===== src/rtl/aclk_key_entry.sv =====
// aclk_key_entry: keypad time-entry controller for the alarm clock.
// Shifts BCD digits into a 4-digit buffer and range-checks the entry on a
// button press. It then strobes a load into the time counter or the alarm
// register, or flags an entry error. An idle entry is abandoned after
// TIMEOUT_SEC seconds.
//
// Handshake: key_valid, time_button, alarm_button and one_second are
// single-cycle strobes with no back-pressure. Every output is a register,
// so each strobe (load_new_c, load_new_a, entry_error) follows one cycle
// after the sampled input and lasts exactly one cycle.
module aclk_key_entry #(
   parameter int unsigned TIMEOUT_SEC = 10,
   parameter int unsigned CNT_W       = 8
) (
   input  logic       clk,
   input  logic       reset,
   input  logic       one_second,
   input  logic       key_valid,
   input  logic [3:0] key,
   input  logic       time_button,
   input  logic       alarm_button,
   output logic [3:0] new_time_ms_hr,
   output logic [3:0] new_time_ls_hr,
   output logic [3:0] new_time_ms_min,
   output logic [3:0] new_time_ls_min,
   output logic       load_new_c,
   output logic       load_new_a,
   output logic       show_new_time,
   output logic       entry_error,
   output logic       dbg_state
);

   typedef enum logic {
      IDLE  = 1'b0,
      ENTRY = 1'b1
   } state_t;

   localparam logic [CNT_W-1:0] TMO_LAST = CNT_W'(TIMEOUT_SEC - 1);

   state_t           state_q;
   logic [3:0]       ms_hr_q, ls_hr_q, ms_min_q, ls_min_q;
   logic [2:0]       cnt_q;
   logic [CNT_W-1:0] tmo_q;
   logic             load_c_q, load_a_q, err_q;

   logic key_digit;
   logic any_btn;
   logic both_btn;
   logic entry_ok;

   // Decode the incoming strobes and range-check the current buffer as HH:MM
   always_comb begin
      key_digit = key_valid && (key <= 4'd9);
      any_btn   = time_button || alarm_button;
      both_btn  = time_button && alarm_button;
      entry_ok  = (cnt_q == 3'd4) &&
                  (ms_hr_q <= 4'd2) &&
                  (ms_min_q <= 4'd5) &&
                  (ls_min_q <= 4'd9) &&
                  ((ms_hr_q == 4'd2) ? (ls_hr_q <= 4'd3) : (ls_hr_q <= 4'd9));
   end

   // Entry FSM: buffer, digit count, inactivity timer and registered strobes.
   // A button outranks a key or a timeout expiry in the same cycle.
   always_ff @(posedge clk or negedge reset) begin
      if (!reset) begin
         state_q  <= IDLE;
         ms_hr_q  <= 4'd0;
         ls_hr_q  <= 4'd0;
         ms_min_q <= 4'd0;
         ls_min_q <= 4'd0;
         cnt_q    <= 3'd0;
         tmo_q    <= '0;
         load_c_q <= 1'b0;
         load_a_q <= 1'b0;
         err_q    <= 1'b0;
      end else begin
         load_c_q <= 1'b0;
         load_a_q <= 1'b0;
         err_q    <= 1'b0;
         case (state_q)
            IDLE: begin
               // A button is meaningless here, and it still swallows a
               // simultaneous key.
               if (key_digit && !any_btn) begin
                  ms_hr_q  <= 4'd0;
                  ls_hr_q  <= 4'd0;
                  ms_min_q <= 4'd0;
                  ls_min_q <= key;
                  cnt_q    <= 3'd1;
                  tmo_q    <= '0;
                  state_q  <= ENTRY;
               end
            end
            ENTRY: begin
               if (any_btn) begin
                  state_q <= IDLE;
                  cnt_q   <= 3'd0;
                  tmo_q   <= '0;
                  if (!both_btn && entry_ok) begin
                     // Buffer is left intact so the target can load it.
                     load_c_q <= time_button;
                     load_a_q <= alarm_button;
                  end else begin
                     err_q    <= 1'b1;
                     ms_hr_q  <= 4'd0;
                     ls_hr_q  <= 4'd0;
                     ms_min_q <= 4'd0;
                     ls_min_q <= 4'd0;
                  end
               end else if (key_digit) begin
                  ms_hr_q  <= ls_hr_q;
                  ls_hr_q  <= ms_min_q;
                  ms_min_q <= ls_min_q;
                  ls_min_q <= key;
                  if (cnt_q != 3'd4) begin
                     cnt_q <= cnt_q + 3'd1;
                  end
                  tmo_q <= '0;
               end else if (one_second) begin
                  if (tmo_q == TMO_LAST) begin
                     state_q  <= IDLE;
                     cnt_q    <= 3'd0;
                     tmo_q    <= '0;
                     ms_hr_q  <= 4'd0;
                     ls_hr_q  <= 4'd0;
                     ms_min_q <= 4'd0;
                     ls_min_q <= 4'd0;
                  end else begin
                     tmo_q <= tmo_q + CNT_W'(1);
                  end
               end
            end
            default: state_q <= IDLE;
         endcase
      end
   end

   assign new_time_ms_hr  = ms_hr_q;
   assign new_time_ls_hr  = ls_hr_q;
   assign new_time_ms_min = ms_min_q;
   assign new_time_ls_min = ls_min_q;
   assign load_new_c      = load_c_q;
   assign load_new_a      = load_a_q;
   assign entry_error     = err_q;
   assign show_new_time   = (state_q == ENTRY);
   assign dbg_state       = state_q;

endmodule


===== config.mk =====
export PLATFORM = sky130hd
export DESIGN_NAME = aclk_key_entry
export DESIGN_NICKNAME = d
export VERILOG_FILES = /design/src/rtl/aclk_key_entry.sv
export SDC_FILE = /design/constraint.sdc
export NUM_CORES = 1
export LEC_CHECK = 0
export ABC_AREA = 1
export CELL_PAD_IN_SITES_DETAIL_PLACEMENT = 1
export CELL_PAD_IN_SITES_GLOBAL_PLACEMENT = 2
export CORE_MARGIN = 2
export CORE_UTILIZATION = 30
export DETAILED_ROUTE_END_ITERATION = 12
export GPL_TIMING_DRIVEN = 0
export HOLD_SLACK_MARGIN = 0.05
export PLACE_DENSITY_LB_ADDON = 0.12
export SETUP_SLACK_MARGIN = 0.1
export SYNTH_ARGS = -nofsm -noshare
export SYNTH_HDL_FRONTEND = slang
export SYNTH_SLANG_ARGS = --single-unit

===== constraint.sdc =====
create_clock -name clk -period 2 [get_ports clk]
set_clock_uncertainty 0.1 [all_clocks]
set_input_delay 0.4 -clock clk [delete_from_list [all_inputs] [get_ports clk]]
set_output_delay 0.4 -clock clk [all_outputs]
set_load 0.005 [all_outputs]

# After elaboration in Yosys (flattened, before gate mapping)
# Index checks and enable logic that the tools add are counted.
# Widths: inputs -> output; s select.
[totals]
in_bits = 10
word_cells = 88
regBits = 31
output_inout_bits = 21
[classes]
n_eq_ne = 9
bitwise_logic = 1
magnitude_cmp = 6
n_reduce_logical = 14
n_addsub = 2
mux = 46
[op_table]
columns = ["operator", "count"]
rows = [
  ["$mux 4", 13],
  ["$mux 8", 5],
  ["$pmux 4 s2", 4],
  ["$mux 3", 6],
  ["$pmux 8 s2", 1],
  ["$mux 1", 15],
  ["$le 4x4->1 const B", 3],
  ["$add 8x1->8 const B", 1],
  ["$eq 8x4->1 const B", 1],
  ["$le 4x2->1 const B", 2],
  ["$logic_and 1x1->1", 8],
  ["$ne 4x2->1 const B", 2],
  ["$reduce_and 4->1", 2],
  ["$ne 3x3->1 const B", 2],
  ["$pmux 3 s2", 1],
  ["$eq 4x2->1 const B", 1],
  ["$le 4x3->1 const B", 1],
  ["$ne 4x1->1 const B", 1],
  ["$add 3x1->3 const B", 1],
  ["$eq 3x3->1 const B", 1],
  ["$logic_not 1->1", 2],
  ["$ne 2x2->1 const B", 1],
  ["$pmux 1 s2", 1],
  ["$reduce_and 2->1", 1],
  ["2 further kinds", 2],
]

# Depth between registers and ports, before layout
# Gate-level depths: netlist of run 1.
[depth]
depth_word = 9
ltp_mapped = 12
ltp_nobuf = 11

# Worst setup path after synthesis of run 1
# Ideal clock, no wire load.
[synth_path]
path_kind = "reg-to-reg"
start = "register tmo_q[1]"
end = "register ls_min_q[1], in the netlist new_time_ls_min[1]"
t_required_ps = 1785
setup_ps = 115
synth_period_minus_slack_ps = 1498
stages_incl_launch_ff = 13
arrival_time_ps = 1282
path_buffers = 1
path_slack_ps = 502
cell_sequence = "dfrtp_1 inv_1 ha_1 nand2_1 nor2_1 nand2_2 nand3_4 nand2_4 inv_4 nand2_4 buf_12 nand2_2 nand2_2"
[synth_via]
elab_chain_len = 3
[synth_rtl]
columns = ["item", "line", "rtl"]
rows = [
  ["start, declared", "43", "logic [CNT_W-1:0] tmo_q;"],
  ["start signal, assigned", "130", "tmo_q <= tmo_q + CNT_W'(1);"],
  ["$eq 8x4->1", "121", "if (tmo_q == TMO_LAST) begin"],
  ["$ne 4x1->1 (no source line)", "-", ""],
  ["$reduce_and 4->1 (no source line)", "-", ""],
  ["end signal, assigned", "89", "ls_min_q <= key;"],
  ["end signal, assigned", "115", "ls_min_q <= key;"],
  ["end, declared", "41", "logic [3:0] ms_hr_q, ls_hr_q, ms_min_q, ls_min_q;"],
]
# No other way between the ends.
# A chain may end at the register's enable or synchronous reset.

# Worst setup path after layout of run 1
[layout_path]
start = "register state_q, in the netlist dbg_state"
end = "output port show_new_time"
[layout_lines]
columns = ["item", "line", "rtl"]
rows = [
  ["start, declared", "40", "state_t state_q;"],
  ["start signal, assigned", "67", "state_q <= IDLE;"],
  ["start signal, assigned", "92", "state_q <= ENTRY;"],
  ["start signal, assigned", "97", "state_q <= IDLE;"],
  ["end, declared", "28", "output logic show_new_time,"],
]
# No word-level cell between the ends.

==> results of run 1 <==
## logic make-up (layout without fill, tap and decap cells)
family	Yosys count	after routing	synth area share
buffers and inverters	31	71	0.0855
DFF	31	31	0.453
and+or+nand+nor	129	129	0.377
AOI/OAI and AO/OA	15	15	0.0548
adders and majority gates	4	4	0.0292
## sequential cells by signal (all words and copies together) (netlist names)
signal           cells
load_new_c           1
tmo_q                8
new_time_ls_hr       4
dbg_state            1
entry_error          1
load_new_a           1
new_time_ms_min      4
cnt_q                3
new_time_ls_min      4
new_time_ms_hr       4
## final cells by class
class | count | area share
multi-input combinational | 148 | 0.354
sequential | 31 | 0.348
timing repair buffer | 32 | 0.139
inverter | 27 | 0.0476
tap | 72 | 0.0403
clock buffer | 6 | 0.0370
buffer | 4 | 0.0190
clock inverter | 2 | 0.0157
## worst paths after layout
check,from,endpoint
setup / recovery,dbg_state$_DFF_PN0_,show_new_time
hold / removal,reset,tmo_q[2]$_DFFE_PN0P_
setup reg to reg,tmo_q[0]$_DFFE_PN0P_,new_time_ls_min[2]$_DFFE_PN0P_
hold reg to reg,new_time_ms_hr[0]$_DFFE_PN0P_,new_time_ms_hr[0]$_DFFE_PN0P_
max in group asynchronous,reset,dbg_state$_DFF_PN0_
min in group clk,new_time_ms_hr[0]$_DFFE_PN0P_,new_time_ms_hr[0]$_DFFE_PN0P_
## report_power, final
group	total (mW)	leakage (nW)	switching (mW)	internal, mW
clock	0.650	0.0612	0.247	0.403
combinational	0.200	0.650	0.106	0.0933
sequential	0.678	0.425	0.0271	0.650
## through the flow
step / area (um2) / hold WS, ns / cells / TNS [ns] / setup WS [ns]
floorplan: 1710 / 0.00441 / 210 / 0 / 0.502
global placement: 2100 / 0.383 / 312 / -10.52 / -0.296
detailed placement: 2100 / 0.387 / 312 / -1.10 / -0.0946
CTS: 2220 / 0.102 / 320 / 0 / 0.111
global route: 2230 / 0.125 / 322 / 0 / 0.102
finish: 2230 / 0.0800 / 322 / 0 / 0.205
## cells in the final DEF, fill, tap and decap left out
| master | synthesis | routed |
|---|---|---|
| a21oi_1 | 2 | 2 |
| buf_12 | 1 | 1 |
| buf_2 | 1 | 1 |
| buf_4 | 2 | 4 |
| bufinv_16 | 0 | 1 |
| clkbuf_4 | 0 | 1 |
| clkbuf_8 | 0 | 6 |
| clkdlybuf4s50_1 | 0 | 29 |
| clkinv_2 | 0 | 1 |
| dfrtp_1 | 31 | 30 |
| dfrtp_2 | 0 | 1 |
| ha_1 | 4 | 4 |
| inv_1 | 20 | 20 |
| inv_2 | 5 | 5 |
| inv_4 | 2 | 2 |
| nand2_1 | 68 | 68 |
| nand2_2 | 21 | 21 |
| nand2_4 | 5 | 5 |
| nand3_1 | 15 | 15 |
| nand3_4 | 2 | 2 |
| nand4_1 | 1 | 1 |
| nor2_1 | 13 | 13 |
| nor2_2 | 1 | 1 |
| nor2_8 | 1 | 1 |
| nor3_1 | 1 | 1 |
| o21ai_0 | 10 | 10 |
| o21ai_2 | 1 | 1 |
| o21ai_4 | 1 | 1 |
| o311ai_0 | 1 | 1 |
| or2_2 | 1 | 1 |
## routing by layer
layer,GRT usage,wire (um),up-vias
met2,0.218,1710,23
li1,-,-,731
met1,0.211,2110,633
met5,0,0,-
met4,0.0466,51,0
met3,0.0441,149,4
## what timing repair did
action,in CTS,in global routing
endpoints found under the setup margin,2,5
buffers inserted,0,2
resized for setup,1,1
hold buffers,0,0
==> results.md, run 1 <==
- Worst Path Buf+Inv: 2
- Worst path depth: 2
- Final nets: 263
- Peak supply drop: 0.256 mV
- Clk Latency, worst-skew pair: 0.28 ns
- Peak Freq: 557 MHz
- EDFF count, synth: 0
- Area contributors post-synth: dfrtp_1 (45%), nand2_1 (15%), nand2_2 (7.7%)
- Top_reg_cell synth: dfrtp_1
- CTS tree: done
- Final Hold Vio Count: 0
- CTS clock-pin slew for the worst setup and hold paths: 0.07 ns
- Pwr dens: 684 nW/um2
- Post-synth cell types: 24
- DRC: 0
- Max incr delay on CP: 0.48 ns
- Port bufs: 30
- Register bit total from synthesis: 31
- R2r worst-path depth: 11
- Syn Std Cell Area: 1710 um2
- Multi-input logic area: 790 um2
- RD Place Congestion: 0.725
- Core box area: 5510 um2
- Avg Synthesized Cell Area: 8.15 um2
- H-tree depth: 2
- Total GRT Usage: 0.149
- RSZ-0062 raised after global routing: no
- Clock root buffer: clkbuf_8
- 1st-iter DRT viols: 43
- Synth-to-layout area growth: 30.5%
- Crit Path Class: reg2out
- Synth top cells by count: nand2_1 (68), dfrtp_1 (31), nand2_2 (21)
- Number of detailed-route iterations in the first pass: 4
- I/O pins: 31
- ANT cells: 0
- Design Power: 1.53 mW
- Leak: 1.14 nW
- Vias per cell: 4.32
- WL/cell: 12.5 um
- Seq/Total Area, Yosys: 0.453
- Fraction of registers with async set/reset: 1.00
- Num CTS Buffers: 5
- CP Data Required Time: 1.50 ns
- Post-Route WL: 4020 um
- Die area: 6330 um2
- GR Overflow Total: 0
- Reg2reg setup slack: 0.30 ns
- Layout cells sized above 1: 0.224
- Routed Antenna Nets: 0
- Vias in the first global route: 1,431
- Die X: 79.5 um
- Row cnt: 27
- Slew @ Worst Pin: 0.748 ns
- Register Area: 777 um2
- Startpoint Class: flop
- Via count: 1,391
- Pin count of the biggest net entering global routing: 32
- Cells after Synth: 210
- Fillcell total: 689
- DP HPWL: 3000 um
- Count leader, synth: nand2_1
- Period utilization: 0.898
- Slew Limit Fails: 0
- Die height: 79.5 um
- Crit path cell chain: buf_4 -> clkdlybuf4s50_1
- Initial antenna violation count: 0
- Final design utilization: 0.406
- Synthesis Warnings: 0
- CP max-delay cell: clkdlybuf4s50_1
- Crit path time final: 1.80 ns
- Final setup viols: 0
- WP data arrival: 1.30 ns
- Crit end category: output port
- Worst rel slew slack: 0.502
- Sink Count: 31
- Worst-path maximum fanout: 5
- Number of max-cap violations: 0
- Longest Clk Path Bufs: 2
- Top cell type's share of synthesized area: 0.453
- Syn nets: 224
- CP top delay family: buffers and inverters
- Starting Density: 0.311
- Hold Path Class: in2async
- First-pass GRT wire length: 7130 um
- Status: completed
- Synth area leader: dfrtp_1
(Power assumes the default switching activity.)
==> run 2, diff against run 1 <==
--- a/config.mk
+++ b/config.mk
@@ -6,10 +6,8 @@
 export NUM_CORES = 1
 export LEC_CHECK = 0
 export ABC_AREA = 1
-export CELL_PAD_IN_SITES_DETAIL_PLACEMENT = 1
-export CELL_PAD_IN_SITES_GLOBAL_PLACEMENT = 2
 export CORE_MARGIN = 2
-export CORE_UTILIZATION = 30
+export CORE_UTILIZATION = 40
 export DETAILED_ROUTE_END_ITERATION = 12
 export GPL_TIMING_DRIVEN = 0
 export HOLD_SLACK_MARGIN = 0.05
==> run 2 against run 1 <==
Net effect: combinational power decreased by 4%; sequential power about the same; clock-buffer cell count is the same; setup slack worse by 0.046 ns; non-clock buffer count fell by 2; die area decreased by 24%; worst hold slack got worse by 0.015 ns.
==> results.md, run 2 (synthesis gave the netlist of run 1 again) <==
- DP HPWL: 2510 um
- H-tree depth: 2
- Worst rel slew slack: 0.531
- Starting Density: 0.422
- Crit Path Class: reg2out
- Pwr dens: 633 nW/um2
- GR Overflow Total: 0
- Port bufs: 30
- Vias in the first global route: 1,302
- Leading cell type in the layout, fill and taps excluded: nand2_1
- Sequential share of power: 0.496
- CTS tree: done
- Layout cells sized above 1: 0.215
- Final design utilization: 0.532
- Status: completed
- Pin count of the biggest net entering global routing: 32
- Number of detailed-route iterations in the first pass: 4
- Post-Route WL: 3420 um
- Via count: 1,372
- 1st-iter DRT viols: 53
- Final Hold Vio Count: 0
- Peak Freq: 543 MHz
- RD Place Congestion: 0.818
- Final non-filler cell total: 297
- Clock power share: 0.362
- CP max-delay cell: clkdlybuf4s50_1
- Longest Clk Path Bufs: 2
- Clock root buffer: clkbuf_8
- Sw power: 0.355 mW
- Total GRT Usage: 0.158
- Routed Antenna Nets: 0
- Core box area: 4060 um2
- Period utilization: 0.920
- CP Data Required Time: 1.50 ns
- I/O pins: 31
- CTS clock-pin slew for the worst setup and hold paths: 0.06 ns
- Row cnt: 23
- Crit end category: output port
- Final worst setup slack: 0.159 ns
- Vias per cell: 4.62
- Slew Limit Fails: 0
- Die X: 69.4 um
- Worst-path maximum fanout: 7
- DRC: 0
- Pre-CTS setup slack: -0.0679 ns
- Combinational share of power: 0.142
- Hold Path Class: in2async
- Number of max-cap violations: 0
- Final nets: 261
- WL/cell: 11.5 um
- Placed Instances: 290
- Peak supply drop: 0.244 mV
- Switching fraction of total power: 0.260
- Final setup viols: 0
- RSZ-0062 raised after global routing: no
- Max reg flops: 8
- First-pass GRT wire length: 6110 um
- Crit path cell chain: buf_4 -> clkdlybuf4s50_1
- Max incr delay on CP: 0.48 ns
- Num CTS Buffers: 5
- Sink Count: 31
- WP data arrival: 1.34 ns
- Die area: 4820 um2
- Leak: 1.11 nW
- Most frequent cells in the layout: nand2_1 (68), dfrtp_1 (30), clkdlybuf4s50_1 (29)
- ANT cells: 0
- Crit path time final: 1.84 ns
- Startpoint Class: flop
- Synth-to-layout area growth: 26.1%
- Clk Latency, worst-skew pair: 0.28 ns
- Cell Int Power: 1.01 mW
- Most flops, register: tmo_q
- # Post-CTS Setup Buffers: 0
- WHS: 0.0649 ns
- Slew @ Worst Pin: 0.704 ns
- Die height: 69.4 um
- Initial antenna violation count: 0
==> run 2: cell types whose count changed in the layout (fill, tap and decap cells not counted) <==
cell       before  now
buf_4           4    2
buf_2           1    2
bufinv_16       1    0
clkbuf_4        1    0
==> run 2: routing by layer <==
layer,share of wire,track usage
met5,0,0
met4,0.021,0.0784
met3,0.052,0.0349
met2,0.42,0.218
met1,0.51,0.232
==> run 2: path summary, 6_finish.rpt <==
path                            cells after the start                     startpoint  slack (ns)                              to
worst max-delay path                                2            dbg_state$_DFF_PN0_        0.16                   show_new_time
worst min-delay path                                1                          reset        0.06            tmo_q[6]$_DFFE_PN0P_
worst max register to register                     12           tmo_q[1]$_DFFE_PN0P_        0.26  new_time_ms_min[0]$_DFFE_PN0P_
worst min register to register                      2  new_time_ms_hr[3]$_DFFE_PN0P_        0.40   new_time_ms_hr[3]$_DFFE_PN0P_
max in group asynchronous                           1                          reset        1.24             dbg_state$_DFF_PN0_
min in group clk                                    2  new_time_ms_hr[3]$_DFFE_PN0P_        0.40   new_time_ms_hr[3]$_DFFE_PN0P_
==> run 2: layout make-up <==
| cell class | instances | area [um2] |
|---|---|---|
| buffer | 4 | 40.0 |
| fill | 421 | 1900 |
| tap | 50 | 62.6 |
| inverter | 27 | 106 |
| timing repair buffer | 30 | 295 |
| clock buffer | 6 | 82.6 |
| multi-input combinational | 148 | 790 |
| sequential | 31 | 777 |
| clock inverter | 1 | 5.00 |
==> run 2: worst max-delay path: cells and delay by family, from the launching register on <==
| kind | cells | cell delay, ns |
|---|---|---|
| flops | 1 | 0.45 |
| buf+inv | 2 | 0.61 |
==> run 2: timing repair <==
| item | CTS | global route |
|---|---|---|
| endpoints found under the hold margin | 0 | 0 |
| gates resized for setup | 1 | 0 |
| setup endpoints to repair | 1 | 0 |
| hold buffers | 0 | 0 |
==> run 2: per-stage QoR <==
step	TNS [ns]	total power [mW]	instance area (um2)
floorplan	0	0.790	1710
global placement	-8.32	0.884	2070
detailed placement	-0.614	0.886	2070
CTS	0	1.39	2160
global route	0	1.44	2160
finish	0	1.37	2160
==> run 2: power groups by stage <==
stage                     sequential (mW)  clock (mW)  combinational (mW)
after floorplan                     0.686           0               0.105
after global placement              0.689           0               0.196
after detailed placement            0.689           0               0.196
after CTS                           0.678       0.511               0.198
after global routing                0.683       0.536               0.217
final                               0.678       0.495               0.193
